## src/rtl/audio_dac_serializer_if.sv

```systemverilog
// Sample handshake between the filter bank (master) and the DAC serializer (slave).
interface audio_dac_serializer_if #(
    parameter int unsigned WORD_LENGTH = 16
);
    logic [WORD_LENGTH-1:0] sample_L;
    logic [WORD_LENGTH-1:0] sample_R;
    logic                   sample_valid;
    logic                   sample_ready;

    modport master (
        output sample_L,
        output sample_R,
        output sample_valid,
        input  sample_ready
    );

    modport slave (
        input  sample_L,
        input  sample_R,
        input  sample_valid,
        output sample_ready
    );
endinterface

```

## src/rtl/audio_dac_serializer.sv

```systemverilog
// Serializes stereo samples MSB-first onto the codec DAC pins; BCLK/LRCK are generated from clk.
// Define DAC_I2S_DELAY_EN for I2S framing (MSB one BCLK after LRCK); default is left-justified.
module audio_dac_serializer #(
    parameter int unsigned WORD_LENGTH = 16,
    parameter int unsigned BCLK_DIV    = 2,
    parameter int unsigned SLOT_BITS   = 32
) (
    input  logic                  clk,
    input  logic                  reset,
    audio_dac_serializer_if.slave smp,
    output logic                  AUD_BCLK,
    output logic                  AUD_DACLRCK,
    output logic                  AUD_DACDAT,
    output logic                  frame_start,
    output logic                  underrun
);

    localparam int unsigned FrameBits = 2 * SLOT_BITS;
    localparam int unsigned CntW      = $clog2(FrameBits);
    localparam int unsigned DivW      = (BCLK_DIV > 1) ? $clog2(BCLK_DIV) : 1;
    localparam int unsigned IdxW      = (WORD_LENGTH > 1) ? $clog2(WORD_LENGTH) : 1;
    localparam int          SlotInt   = int'(SLOT_BITS);
    localparam int          WordInt   = int'(WORD_LENGTH);

`ifdef DAC_I2S_DELAY_EN
    localparam int SlotDelay = 1;
`else
    localparam int SlotDelay = 0;
`endif

    logic [DivW-1:0]        div_cnt_q;
    logic [CntW-1:0]        bit_cnt_q;
    logic [CntW-1:0]        bit_cnt_d;
    logic [WORD_LENGTH-1:0] hold_l_q, hold_r_q;
    logic [WORD_LENGTH-1:0] shift_l_q, shift_r_q;
    logic [WORD_LENGTH-1:0] last_l_q, last_r_q;
    logic [WORD_LENGTH-1:0] load_l, load_r;
    logic [WORD_LENGTH-1:0] slot_word;
    logic                   div_wrap;
    logic                   fall_event;
    logic                   frame_load;
    logic                   accept;
    logic                   in_right;
    logic                   dat_d;
    int                     slot_pos;

    always_comb begin
        div_wrap   = (div_cnt_q == DivW'(BCLK_DIV - 1));
        fall_event = div_wrap && AUD_BCLK;
        bit_cnt_d  = (bit_cnt_q == CntW'(FrameBits - 1)) ? '0 : bit_cnt_q + CntW'(1);
        frame_load = fall_event && (bit_cnt_d == '0);
        // On the load clk an empty holding register is bypassed instead of written.
        accept     = smp.sample_valid && smp.sample_ready && !frame_load;

        if (!smp.sample_ready) begin
            load_l = hold_l_q;
            load_r = hold_r_q;
        end else if (smp.sample_valid) begin
            load_l = smp.sample_L;
            load_r = smp.sample_R;
        end else begin
            load_l = last_l_q;
            load_r = last_r_q;
        end

        in_right  = (bit_cnt_d >= CntW'(SLOT_BITS));
        slot_word = frame_load ? load_l : shift_l_q;
        if (in_right) begin
            slot_word = shift_r_q;
        end

        slot_pos = int'(bit_cnt_d) - (in_right ? SlotInt : 0) - SlotDelay;
        dat_d    = 1'b0;
        if (slot_pos >= 0 && slot_pos < WordInt) begin
            dat_d = slot_word[IdxW'(WordInt - 1 - slot_pos)];
        end
    end

    always_ff @(posedge clk or negedge reset) begin
        if (!reset) begin
            div_cnt_q        <= '0;
            bit_cnt_q        <= CntW'(FrameBits - 1);
            AUD_BCLK         <= 1'b0;
            AUD_DACLRCK      <= 1'b0;
            AUD_DACDAT       <= 1'b0;
            frame_start      <= 1'b0;
            underrun         <= 1'b0;
            smp.sample_ready <= 1'b1;
            hold_l_q         <= '0;
            hold_r_q         <= '0;
            shift_l_q        <= '0;
            shift_r_q        <= '0;
            last_l_q         <= '0;
            last_r_q         <= '0;
        end else begin
            frame_start <= 1'b0;
            underrun    <= 1'b0;
            div_cnt_q   <= div_wrap ? '0 : div_cnt_q + DivW'(1);
            if (div_wrap) begin
                AUD_BCLK <= ~AUD_BCLK;
            end

            if (accept) begin
                hold_l_q         <= smp.sample_L;
                hold_r_q         <= smp.sample_R;
                smp.sample_ready <= 1'b0;
            end

            if (fall_event) begin
                bit_cnt_q   <= bit_cnt_d;
                AUD_DACLRCK <= in_right;
                AUD_DACDAT  <= dat_d;
            end

            if (frame_load) begin
                shift_l_q        <= load_l;
                shift_r_q        <= load_r;
                last_l_q         <= load_l;
                last_r_q         <= load_r;
                smp.sample_ready <= 1'b1;
                frame_start      <= 1'b1;
                underrun         <= smp.sample_ready && !smp.sample_valid;
            end
        end
    end

endmodule

```

## src/flat_wrapper.sv

```systemverilog
// flat-port wrapper written by rule: the top's interface ports become plain ports
module audio_dac_serializer_flat 
#(
    parameter int unsigned WORD_LENGTH = 16,
    parameter int unsigned BCLK_DIV    = 2,
    parameter int unsigned SLOT_BITS   = 32
)
  (clk, reset, AUD_BCLK, AUD_DACLRCK, AUD_DACDAT, frame_start, underrun, smp_sample_L, smp_sample_R, smp_sample_valid, smp_sample_ready);
  audio_dac_serializer_if #(.WORD_LENGTH(WORD_LENGTH)) smp_i ();
  input  logic clk;
  input  logic reset;
  output logic AUD_BCLK;
  output logic AUD_DACLRCK;
  output logic AUD_DACDAT;
  output logic frame_start;
  output logic underrun;
  input wire logic [$bits(smp_i.sample_L)-1:0] smp_sample_L;
  input wire logic [$bits(smp_i.sample_R)-1:0] smp_sample_R;
  input wire logic [$bits(smp_i.sample_valid)-1:0] smp_sample_valid;
  output wire logic [$bits(smp_i.sample_ready)-1:0] smp_sample_ready;
  assign smp_i.sample_L = smp_sample_L;
  assign smp_i.sample_R = smp_sample_R;
  assign smp_i.sample_valid = smp_sample_valid;
  assign smp_sample_ready = smp_i.sample_ready;
  audio_dac_serializer #(.WORD_LENGTH(WORD_LENGTH), .BCLK_DIV(BCLK_DIV), .SLOT_BITS(SLOT_BITS)) u_core (.clk(clk), .reset(reset), .smp(smp_i), .AUD_BCLK(AUD_BCLK), .AUD_DACLRCK(AUD_DACLRCK), .AUD_DACDAT(AUD_DACDAT), .frame_start(frame_start), .underrun(underrun));
endmodule
```

## config.mk

```make
export PLATFORM = sky130hd
export DESIGN_NAME = audio_dac_serializer_flat
export DESIGN_NICKNAME = d
export VERILOG_FILES = /design/src/rtl/audio_dac_serializer_if.sv /design/src/rtl/audio_dac_serializer.sv /design/src/flat_wrapper.sv
export SDC_FILE = /design/constraint.sdc
export NUM_CORES = 1
export LEC_CHECK = 0
export ABC_AREA = 1
export CORE_MARGIN = 3
export CORE_UTILIZATION = 57
export CTS_CLUSTER_DIAMETER = 50
export DETAILED_ROUTE_END_ITERATION = 7
export PLACE_DENSITY_LB_ADDON = 0.08
export SYNTH_ARGS = -nofsm -noshare
export SYNTH_HDL_FRONTEND = slang
export SYNTH_SLANG_ARGS = --single-unit
```

## constraint.sdc

```tcl
create_clock -name clk -period 3.2 [get_ports clk]
set_input_delay 0.48 -clock clk [delete_from_list [all_inputs] [get_ports clk]]
set_output_delay 0.48 -clock clk [all_outputs]
set_load 0.005 [all_outputs]
```

==> results.py, run 1 <==
metrics = {
    "route": {
        "wirelength_um": 9330,
        "antenna_left": 0,
        "dr.pass1.iters": 5,
        "via_count": 3717,
        "wl_per_cell_um": 13.5,
        "route.detailed.drc": 0,
        "drt_iter0_drc": 211,
        "via_per_inst": 5.37,
    },
    "global_routing": {
        "grt_pass1_vias": 3401,
        "grt-ovfl-total": 0,
        "antenna_found_initial": 0,
        "grt_pass1_wl_um": 15700,
        "grt_max_degree": 91,
        "grt_use_total": 0.220,
    },
    "timing": {
        "setup_viol_count_final": 0,
        "rsz0062_at_grt": "no",
        "worst_pin_slew_ps": 1100,
        "slew_headroom": 0.264,
        "min_period_over_period": 0.859,
        "post-route-min-period_ps": 2750,
        "max_freq_ghz": 0.364,
        "maxSlewViolCount": 0,
        "fin_skew_ps": 19.0,
        "final-hold-violation-count": 0,
        "tns_ps": 0,
    },
    "power_and_ir_drop": {
        "ir_drop_mv": 0.286,
        "leakagePower_nw": 2.55,
        "power.density_nw_per_um2": 413,
    },
    "setup_path": {
        "crit_path_max_fanout": 50,
        "start_kind": "flop",
        "cp.arrival_ps": 3030,
        "path_class": "reg -> reg",
        "end_kind": "flop",
        "critPathRequiredTime_ps": 3480,
    },
    "flow_run": {
        "cap_violations": 0,
    },
    "floorplanning": {
        "io_pins": 41,
        "coreArea_sq_um": 7770,
        "start_util": 0.588,
        "die_w_um": 95.5,
        "die-area_sq_um": 9120,
        "fp.dieH_um": 95.5,
        "num_rows": 32,
    },
    "clocking": {
        "cts_buffer_depth": 2,
        "cts_resized": 0,
        "post_cts_buffers": 0,
        "path_clk_slew_ps": 100,
        "hold_buffers": 0,
        "root_buffer": "clkbuf_8",
        "cts_made_buffers": 9,
        "cts_tree": "done",
        "clock_latency_ps": 360,
        "clock_sinks": 93,
        "htree_levels": 3,
    },
    "final_layout": {
        "layout-drive-gt1-share": 0.0831,
        "layout.nets": 621,
        "areaGrowthSynthToFinish_pct": 13.3,
        "fillerInstances": 666,
        "layout_commonest_cell": "nand2_1",
        "design_area_sq_um": 5170,
        "layout_common_cells": "nand2_1 (128), dfrtp_1 (86), inv_1 (65)",
        "diodes": 0,
    },
    "run_status": {
        "status": "completed",
    },
    "logic_synthesis": {
        "synth_fp_nets": 590,
        "ys_ff_latch": 93,
        "seq_area_frac_synth": 0.512,
        "synth_warnings": 0,
        "netlist_instances": 554,
        "netlist_area_sq_um": 4560,
        "synthDistinctLibCells": 31,
        "avgSynthCellArea_sq_um": 8.24,
    },
    "placed_design": {
        "portBuffers": 40,
        "routabilityCongestion": 0.864,
        "dpl_cell_area_sq_um": 5000,
        "hpwl_um": 6410,
    },
    "min_path": {
        "min_path_type": "in -> async",
    },
}
[logic make-up (layout without fill, tap and decap cells)]
kind of cell	Yosys count	after routing	share of synthesized area
fa+ha+maj	1	1	0.00274
simple gates	218	218	0.211
flops	93	93	0.512
mux	8	8	0.0195
compound gates	139	139	0.167
buf+inv	95	131	0.0883
[power by group]
part | leakage, nW | internal (mW) | total [mW] | switching [mW]
logic | 1.45 | 0.0880 | 0.184 | 0.0959
clock network | 0.0793 | 0.287 | 0.712 | 0.425
registers | 1.03 | 1.22 | 1.24 | 0.0177
[layer usage]
| metal | share of wire | vias up | wire (um) | GRT usage |
|---|---|---|---|---|
| met3 | 0.029 | 9 | 271 | 0.0300 |
| li1 | - | 1860 | - | - |
| met5 | 0 | - | 0 | 0 |
| met2 | 0.49 | 63 | 4570 | 0.363 |
| met4 | 0.013 | 0 | 120 | 0.0664 |
| met1 | 0.47 | 1785 | 4370 | 0.304 |
[critical path: stages, from the launching register on]
cell     delay, ps
dfstp_2        570
ha_1           190
nand3_1        160
nor2_4         180
inv_2           60
nand2_4        280
nand2_4        300
nand2_2        280
buf_4          430
nor2_1          70
a21oi_1        130
[synth_stat cells, drive strengths merged]
| cell | instances | area, sq um |
|---|---|---|
| a21oi | 48 | 240 |
| buf | 21 | 125 |
| clkbuf | 6 | 22.5 |
| clkinv | 1 | 3.75 |
| dfrtp | 86 | 2150 |
| dfstp | 7 | 184 |
| ha | 1 | 12.5 |
| inv | 67 | 251 |
| mux2 | 7 | 78.8 |
| mux2i | 1 | 10.0 |
| nand2 | 132 | 513 |
| nand3 | 41 | 205 |
| nand4 | 1 | 6.26 |
| nor2 | 30 | 149 |
| o211ai | 7 | 52.6 |
| o21a | 17 | 128 |
| o21ai | 61 | 305 |
| o22ai | 6 | 37.5 |
| or2 | 14 | 87.6 |
[stage by stage]
step,util,instances,total power [mW],setup slack [ps],hold slack (ps)
6_report,0.666,692,2.14,450,307
4_1_cts,0.666,692,2.17,451,365
3_5_place_dp,0.643,676,1.45,460,441
2_1_floorplan,-,554,1.35,1100,184
3_3_place_gp,0.643,676,1.44,553,432
5_1_grt,0.666,692,2.24,212,383
[final timing paths]
kind | from | end | cells past startpoint | slack (ps)
setup reg to reg | u_core.bit_cnt_q[0]$_DFFE_PN1P_ | u_core.hold_r_q[9]$_DFFE_PN0P_ | 10 | 450
hold / removal | reset | u_core.hold_l_q[1]$_DFFE_PN0P_ | 1 | 310
setup / recovery | u_core.bit_cnt_q[0]$_DFFE_PN1P_ | u_core.hold_r_q[9]$_DFFE_PN0P_ | 10 | 450
max in group asynchronous | reset | u_core.bit_cnt_q[1]$_DFFE_PN1P_ | 2 | 2070
min in group clk | u_core.div_cnt_q$_DFF_PN0_ | u_core.div_cnt_q$_DFF_PN0_ | 1 | 450
hold reg to reg | u_core.div_cnt_q$_DFF_PN0_ | u_core.div_cnt_q$_DFF_PN0_ | 1 | 450
[registers in the layout, indices dropped and copies added (netlist names)]
name / cells
u_core.shift_l_q: 16
u_core.underrun: 1
u_core.AUD_BCLK: 1
u_core.AUD_DACDAT: 1
u_core.hold_l_q: 16
u_core.div_cnt_q: 1
u_core.last_l_q: 16
u_core.shift_r_q: 16
u_core.hold_r_q: 16
u_core.AUD_DACLRCK: 1
u_core.bit_cnt_q: 6
u_core.frame_start: 1
u_core.smp.sample_ready: 1
[cell type report]
class	count	area (sq um)	area share
flip-flops and latches	93	2340	0.452
clock buffers	10	128	0.0247
well taps	102	128	0.0247
multi-input cells	366	1830	0.354
clock inverters	6	45.0	0.00871
repair buffers	47	450	0.0871
inverters	68	255	0.0494
Power figures use the tool's default switching activity.
==> run 2: changes to the inputs <==
- CORE_MARGIN: 3 -> 2
==> run 2 against run 1 <==
Highest routed layer unchanged. Combinational power about the same. Power rose by 8.5%. First-iteration DRC count shrank 3.3%. Wire length fell by 1.3%. Clock-buffer cell count rose by 1.
==> results.py, run 2 (synthesized netlist as in run 1, its figures left out) <==
metrics = {
    "run_status": {
        "status": "completed",
    },
    "clocking": {
        "clock_latency_ps": 360,
        "cts_buffer_depth": 2,
        "htree_levels": 3,
        "cts_made_buffers": 9,
        "path_clk_slew_ps": 90,
        "clock_sinks": 93,
        "post_cts_buffers": 0,
        "hold_buffers": 0,
        "cts_tree": "done",
        "cts_resized": 0,
        "root_buffer": "clkbuf_8",
    },
    "power_and_ir_drop": {
        "p_sw_frac": 0.226,
        "power.density_nw_per_um2": 444,
        "p_clk_frac": 0.385,
        "ir_drop_mv": 0.327,
        "power_frac_comb": 0.080,
        "p_int_mw": 1.79,
        "leakagePower_nw": 2.58,
        "total_power_mw": 2.32,
        "p_switching_mw": 0.524,
        "seqPwrFrac": 0.535,
    },
    "setup_path": {
        "rr_worst_depth": 12,
        "cpMostUsedCell": "nand2_1",
        "cp-startpoint": "u_core.bit_cnt_q[1]$_DFFE_PN1P_",
        "critPathRequiredTime_ps": 3490,
        "cp_cell_sequence": "ha_1, nand2_1, clkinv_1, nand2_1, nand2_1, nand2_2, nor2_8, nand2_4, nand2_2, buf_4, nor2_1, a21oi_1",
        "cp.depth": 12,
        "critPathSlowestCell": "dfstp_2",
        "crit_buf_inv": 2,
        "end_kind": "flop",
        "slowest_delay_ps": 580,
        "cp.arrival_ps": 3090,
        "crit_path_max_fanout": 50,
        "start_kind": "flop",
        "r2r-end": "u_core.hold_r_q[11]$_DFFE_PN0P_",
        "crit_family": "simple AND/OR/NAND/NOR gates",
        "path_class": "reg -> reg",
        "ff2ff_setup_slack_ps": 390,
        "worstReg2RegStart": "u_core.bit_cnt_q[1]$_DFFE_PN1P_",
    },
    "final_layout": {
        "design_area_sq_um": 5220,
        "fillerInstances": 628,
        "fin_cells": 691,
        "layout-drive-gt1-share": 0.0832,
        "fin_util": 0.676,
        "layout.nets": 620,
        "layout_common_cells": "nand2_1 (128), dfrtp_1 (86), inv_1 (65)",
        "areaGrowthSynthToFinish_pct": 14.4,
        "diodes": 0,
        "layout_commonest_cell": "nand2_1",
    },
    "timing": {
        "post-route-min-period_ps": 2810,
        "slew_headroom": 0.631,
        "setup_viol_count_final": 0,
        "rsz0062_at_grt": "no",
        "maxSlewViolCount": 0,
        "max_freq_ghz": 0.356,
        "min_period_over_period": 0.878,
        "final-hold-violation-count": 0,
        "tns_ps": 0,
        "worst_pin_slew_ps": 554,
        "fin_skew_ps": 9.92,
    },
    "route": {
        "dr.pass1.iters": 5,
        "route.detailed.drc": 0,
        "wirelength_um": 9210,
        "antenna_left": 0,
        "drt_iter0_drc": 204,
        "via_count": 3660,
        "wl_per_cell_um": 13.3,
        "via_per_inst": 5.30,
    },
    "global_routing": {
        "grt_use_total": 0.235,
        "grt_max_degree": 51,
        "grt_pass1_wl_um": 16200,
        "grt_pass1_vias": 3569,
        "grt-ovfl-total": 0,
        "antenna_found_initial": 0,
    },
    "min_path": {
        "min_path_type": "in -> async",
    },
    "floorplanning": {
        "num_rows": 32,
        "start_util": 0.591,
        "coreArea_sq_um": 7730,
        "die-area_sq_um": 8740,
        "die_w_um": 93.5,
        "io_pins": 41,
        "fp.dieH_um": 93.5,
    },
    "placed_design": {
        "routabilityCongestion": 0.968,
        "dpl_cell_area_sq_um": 4990,
        "portBuffers": 40,
        "hpwl_um": 6580,
        "dp_cells": 675,
    },
    "flow_run": {
        "cap_violations": 0,
    },
}
==> run 2: layout make-up <==
class / instances / area [sq um] / share of cell area
Sequential cell: 93 / 2340 / 0.447
Multi-Input combinational cell: 366 / 1830 / 0.350
Timing Repair Buffer: 46 / 443 / 0.0848
Inverter: 68 / 255 / 0.0489
Clock buffer: 11 / 151 / 0.0290
Tap cell: 102 / 128 / 0.0244
Clock inverter: 5 / 81.3 / 0.0156
==> run 2: worst max path at each step <==
stage / end
2_1_floorplan: u_core.hold_l_q[0]$_DFFE_PN0P_
3_3_place_gp: u_core.hold_r_q[0]$_DFFE_PN0P_
3_5_place_dp: u_core.hold_r_q[11]$_DFFE_PN0P_
4_1_cts: u_core.hold_r_q[11]$_DFFE_PN0P_
5_1_grt: u_core.hold_r_q[11]$_DFFE_PN0P_
6_report: u_core.hold_r_q[11]$_DFFE_PN0P_
==> run 2: worst register-to-register path: stages (launching register included) <==
cell and delay (ps):
dfstp_2 580, ha_1 200, nand2_1 80, clkinv_1 70, nand2_1 70, nand2_1 80, nand2_2 80, nor2_8 290
nand2_4 290, nand2_2 270, buf_4 440, nor2_1 140, a21oi_1 150
==> run 2: per-stage QoR <==
| step | hold slack, ps | worst slack [ps] |
|---|---|---|
| floorplan | 184 | 1100 |
| global placement | 433 | 556 |
| detailed placement | 441 | 426 |
| CTS | 106 | 375 |
| global route | 132 | 29.8 |
| finish | 89.7 | 392 |
==> run 2: metal layers <==
| metal | GRT usage | vias to the layer above | share of wire |
|---|---|---|---|
| met3 | 0.0379 | 16 | 0.034 |
| met2 | 0.376 | 68 | 0.46 |
| li1 | - | 1847 | - |
| met4 | 0.0895 | 0 | 0.021 |
| met5 | 0 | - | 0 |
| met1 | 0.324 | 1729 | 0.48 |
==> run 2: power groups by stage <==
| stage | registers (mW) | clock network, mW | logic, mW |
|---|---|---|---|
| 6_report | 1.24 | 0.892 | 0.186 |
| 3_3_place_gp | 1.26 | 0 | 0.185 |
| 2_1_floorplan | 1.26 | 0 | 0.0951 |
| 3_5_place_dp | 1.26 | 0 | 0.190 |
| 5_1_grt | 1.25 | 0.959 | 0.217 |
| 4_1_cts | 1.24 | 0.914 | 0.191 |
==> run 3: changes to the inputs <==
- ABC_AREA: 1 -> default
- CORE_UTILIZATION: 57 -> 44
- CTS_CLUSTER_DIAMETER: 50 -> default
==> run 3 against run 2 <==
Clock skew up 1.0 ps. Final cell count down 14%. Combinational power down 14%. Cell area up 0.98%. Global-route usage down 4.4 points. Wire length up 8.0%. Clock-buffer cell count up 3. First-iteration DRC count down 25%. Register-to-register slack worse by 20 ps. Largest power group unchanged. Highest routed layer unchanged.
==> results.py, run 3 <==
metrics = {
    "setup_path": {
        "path_class": "reg -> reg",
        "crit_path_max_fanout": 15,
        "cp.arrival_ps": 3120,
        "cpMostUsedCell": "and3_1",
        "slowest_delay_ps": 540,
        "critPathSlowestCell": "a31oi_4",
        "cp_cell_sequence": "ha_1, and3_1, a31oi_4, nand2_1, and3_1, or4_1, a221oi_1, a311o_1",
        "crit_family": "simple AND/OR/NAND/NOR gates",
        "end_kind": "flop",
        "start_kind": "flop",
        "cp.depth": 8,
        "crit_buf_inv": 0,
        "rr_worst_depth": 8,
        "critPathRequiredTime_ps": 3500,
    },
    "route": {
        "route.detailed.drc": 0,
        "via_count": 3253,
        "wl_per_cell_um": 16.7,
        "drt_iter0_drc": 154,
        "dr.pass1.iters": 4,
        "antenna_left": 0,
        "wirelength_um": 9940,
        "via_per_inst": 5.46,
    },
    "timing": {
        "tns_ps": 0,
        "fin_skew_ps": 11.0,
        "final.setup.worst_slack_ps": 375,
        "min_period_over_period": 0.883,
        "max_freq_ghz": 0.354,
        "maxSlewViolCount": 0,
        "setup_viol_count_final": 0,
        "slew_headroom": 0.471,
        "worst_pin_slew_ps": 773,
        "final-hold-violation-count": 0,
        "rsz0062_at_grt": "no",
        "post-route-min-period_ps": 2830,
    },
    "logic_synthesis": {
        "synth_fp_nets": 456,
        "avgSynthCellArea_sq_um": 10.8,
        "synth_top_cell_area_share": 0.473,
        "netlist_instances": 420,
        "async_flop_share": 1.00,
        "synth_common_cells": "dfrtp_1 (86), nand2_1 (51), nor2_1 (38), mux2i_1 (36), mux2_2 (32)",
        "synthDistinctLibCells": 55,
        "seq_area_frac_synth": 0.514,
        "synth.area.top_cells": "dfrtp_1 (47%), mux2i_1 (7.9%), mux2_2 (7.9%)",
        "ys.flop_type": "dfrtp_1",
        "synth_top_area_cell": "dfrtp_1",
        "synth_most_common_cell": "dfrtp_1",
        "netlist_area_sq_um": 4550,
        "synth_edf_count": 0,
        "ys_ff_latch": 93,
        "synth_warnings": 0,
    },
    "placed_design": {
        "dp_cells": 581,
        "place_ws_ps": 368,
        "routabilityCongestion": 0.928,
        "hpwl_um": 6900,
        "portBuffers": 40,
    },
    "floorplanning": {
        "die-area_sq_um": 11200,
        "num_rows": 37,
        "die_w_um": 106,
        "coreArea_sq_um": 10200,
        "start_util": 0.446,
        "fp.dieH_um": 106,
        "io_pins": 41,
    },
    "global_routing": {
        "grt_pass1_wl_um": 16700,
        "antenna_found_initial": 0,
        "grt_pass1_vias": 3216,
        "grt_use_total": 0.191,
        "grt_max_degree": 49,
        "grt-ovfl-total": 0,
    },
    "power_and_ir_drop": {
        "power.density_nw_per_um2": 418,
        "leakagePower_nw": 2.27,
        "ir_drop_mv": 0.254,
    },
    "flow_run": {
        "cap_violations": 0,
    },
    "clocking": {
        "path_clk_slew_ps": 80,
        "hold_buffers": 0,
        "cts_made_buffers": 9,
        "post_cts_buffers": 0,
        "cts_buffer_depth": 2,
        "clock_latency_ps": 360,
        "clock_sinks": 93,
        "cts_resized": 0,
        "root_buffer": "clkbuf_8",
        "cts_tree": "done",
        "htree_levels": 3,
    },
    "final_layout": {
        "layout.nets": 492,
        "diodes": 0,
        "fin_cells": 596,
        "areaGrowthSynthToFinish_pct": 16.0,
        "regArea_sq_um": 2340,
        "layout_common_cells": "dfrtp_1 (86), nand2_1 (51), clkdlybuf4s50_1 (39)",
        "fin_util": 0.518,
        "multi_input_area_sq_um": 2040,
        "layout_commonest_cell": "dfrtp_1",
        "layout-drive-gt1-share": 0.172,
        "fillerInstances": 980,
    },
    "min_path": {
        "min_path_type": "in -> async",
    },
    "run_status": {
        "status": "completed",
    },
}
run 3: changes by cell type in the layout (fill, tap and decap cells not counted), sizes merged, moves of 7 or more:
| cell | before | now |
|---|---|---|
| a211oi | 0 | 7 |
| mux2i | 1 | 36 |
| a21o | 0 | 12 |
| or2 | 14 | 0 |
| nand3 | 41 | 10 |
| o21ai | 61 | 15 |
| mux2 | 7 | 32 |
| o21a | 17 | 2 |
| a21oi | 48 | 21 |
| nor2 | 30 | 38 |
| inv | 68 | 7 |
| and3 | 0 | 7 |
| nand2 | 132 | 52 |
| buf | 7 | 16 |
run 3: worst reg2reg max path: cells and delay by family (launching register included):
family	cells	cell delay, ps
flops	1	410
fa+ha+maj	1	300
simple gates	4	1070
compound gates	3	1010
run 3: path summary, 6_finish.rpt:
kind / startpoint / end / slack (ps)
min reg2reg: u_core.shift_l_q[0]$_DFF_PN0_ / u_core.shift_l_q[0]$_DFF_PN0_ / 490
max in group asynchronous: reset / u_core.smp.sample_ready$_DFFE_PN1P_ / 2270
max reg2reg: u_core.bit_cnt_q[0]$_DFFE_PN1P_ / u_core.AUD_DACDAT$_DFFE_PN0P_ / 370
min: reset / u_core.last_l_q[12]$_DFFE_PN0N_ / 140
min in group clk: u_core.shift_l_q[0]$_DFF_PN0_ / u_core.shift_l_q[0]$_DFF_PN0_ / 490
max: u_core.bit_cnt_q[0]$_DFFE_PN1P_ / u_core.AUD_DACDAT$_DFFE_PN0P_ / 370
run 3: stage by stage:
stage | hold WS (ps) | cell area, sq um | total power [mW]
after CTS | 151 | 5270 | 2.24
after floorplan | 184 | 4550 | 1.34
after global routing | 174 | 5270 | 2.31
final | 138 | 5270 | 2.20
after detailed placement | 462 | 5080 | 1.43
after global placement | 460 | 5080 | 1.43
run 3: layer usage:
layer,vias up,wire [um],track usage
met3,14,323,0.0346
met1,1606,4900,0.266
met4,0,151,0.0714
met2,59,4570,0.300
met5,-,0,0
li1,1574,-,-
run 3: kinds of logic after synthesis:
logic type | share of synthesized area
muxes | 0.159
and+or+nand+nor | 0.116
AOI/OAI and AO/OA | 0.161
buffers and inverters | 0.0380
DFF | 0.514
adders and majority gates | 0.00275
xor gates and xnor gates | 0.00963
run 3: report_power, final:
group | leakage (nW) | switching, mW | internal (mW) | total [mW]
clock network | 0.0968 | 0.398 | 0.402 | 0.800
registers | 1.07 | 0.0224 | 1.22 | 1.24
logic | 1.10 | 0.0685 | 0.0919 | 0.160
run 3: layout make-up:
| class | count | area share |
|---|---|---|
| flip-flops and latches | 93 | 0.443 |
| multi-input cells | 290 | 0.386 |
| repair buffers | 55 | 0.0968 |
| well taps | 136 | 0.0323 |
| clock buffers | 14 | 0.0308 |
| clock inverters | 1 | 0.00569 |
| inverters | 7 | 0.00498 |
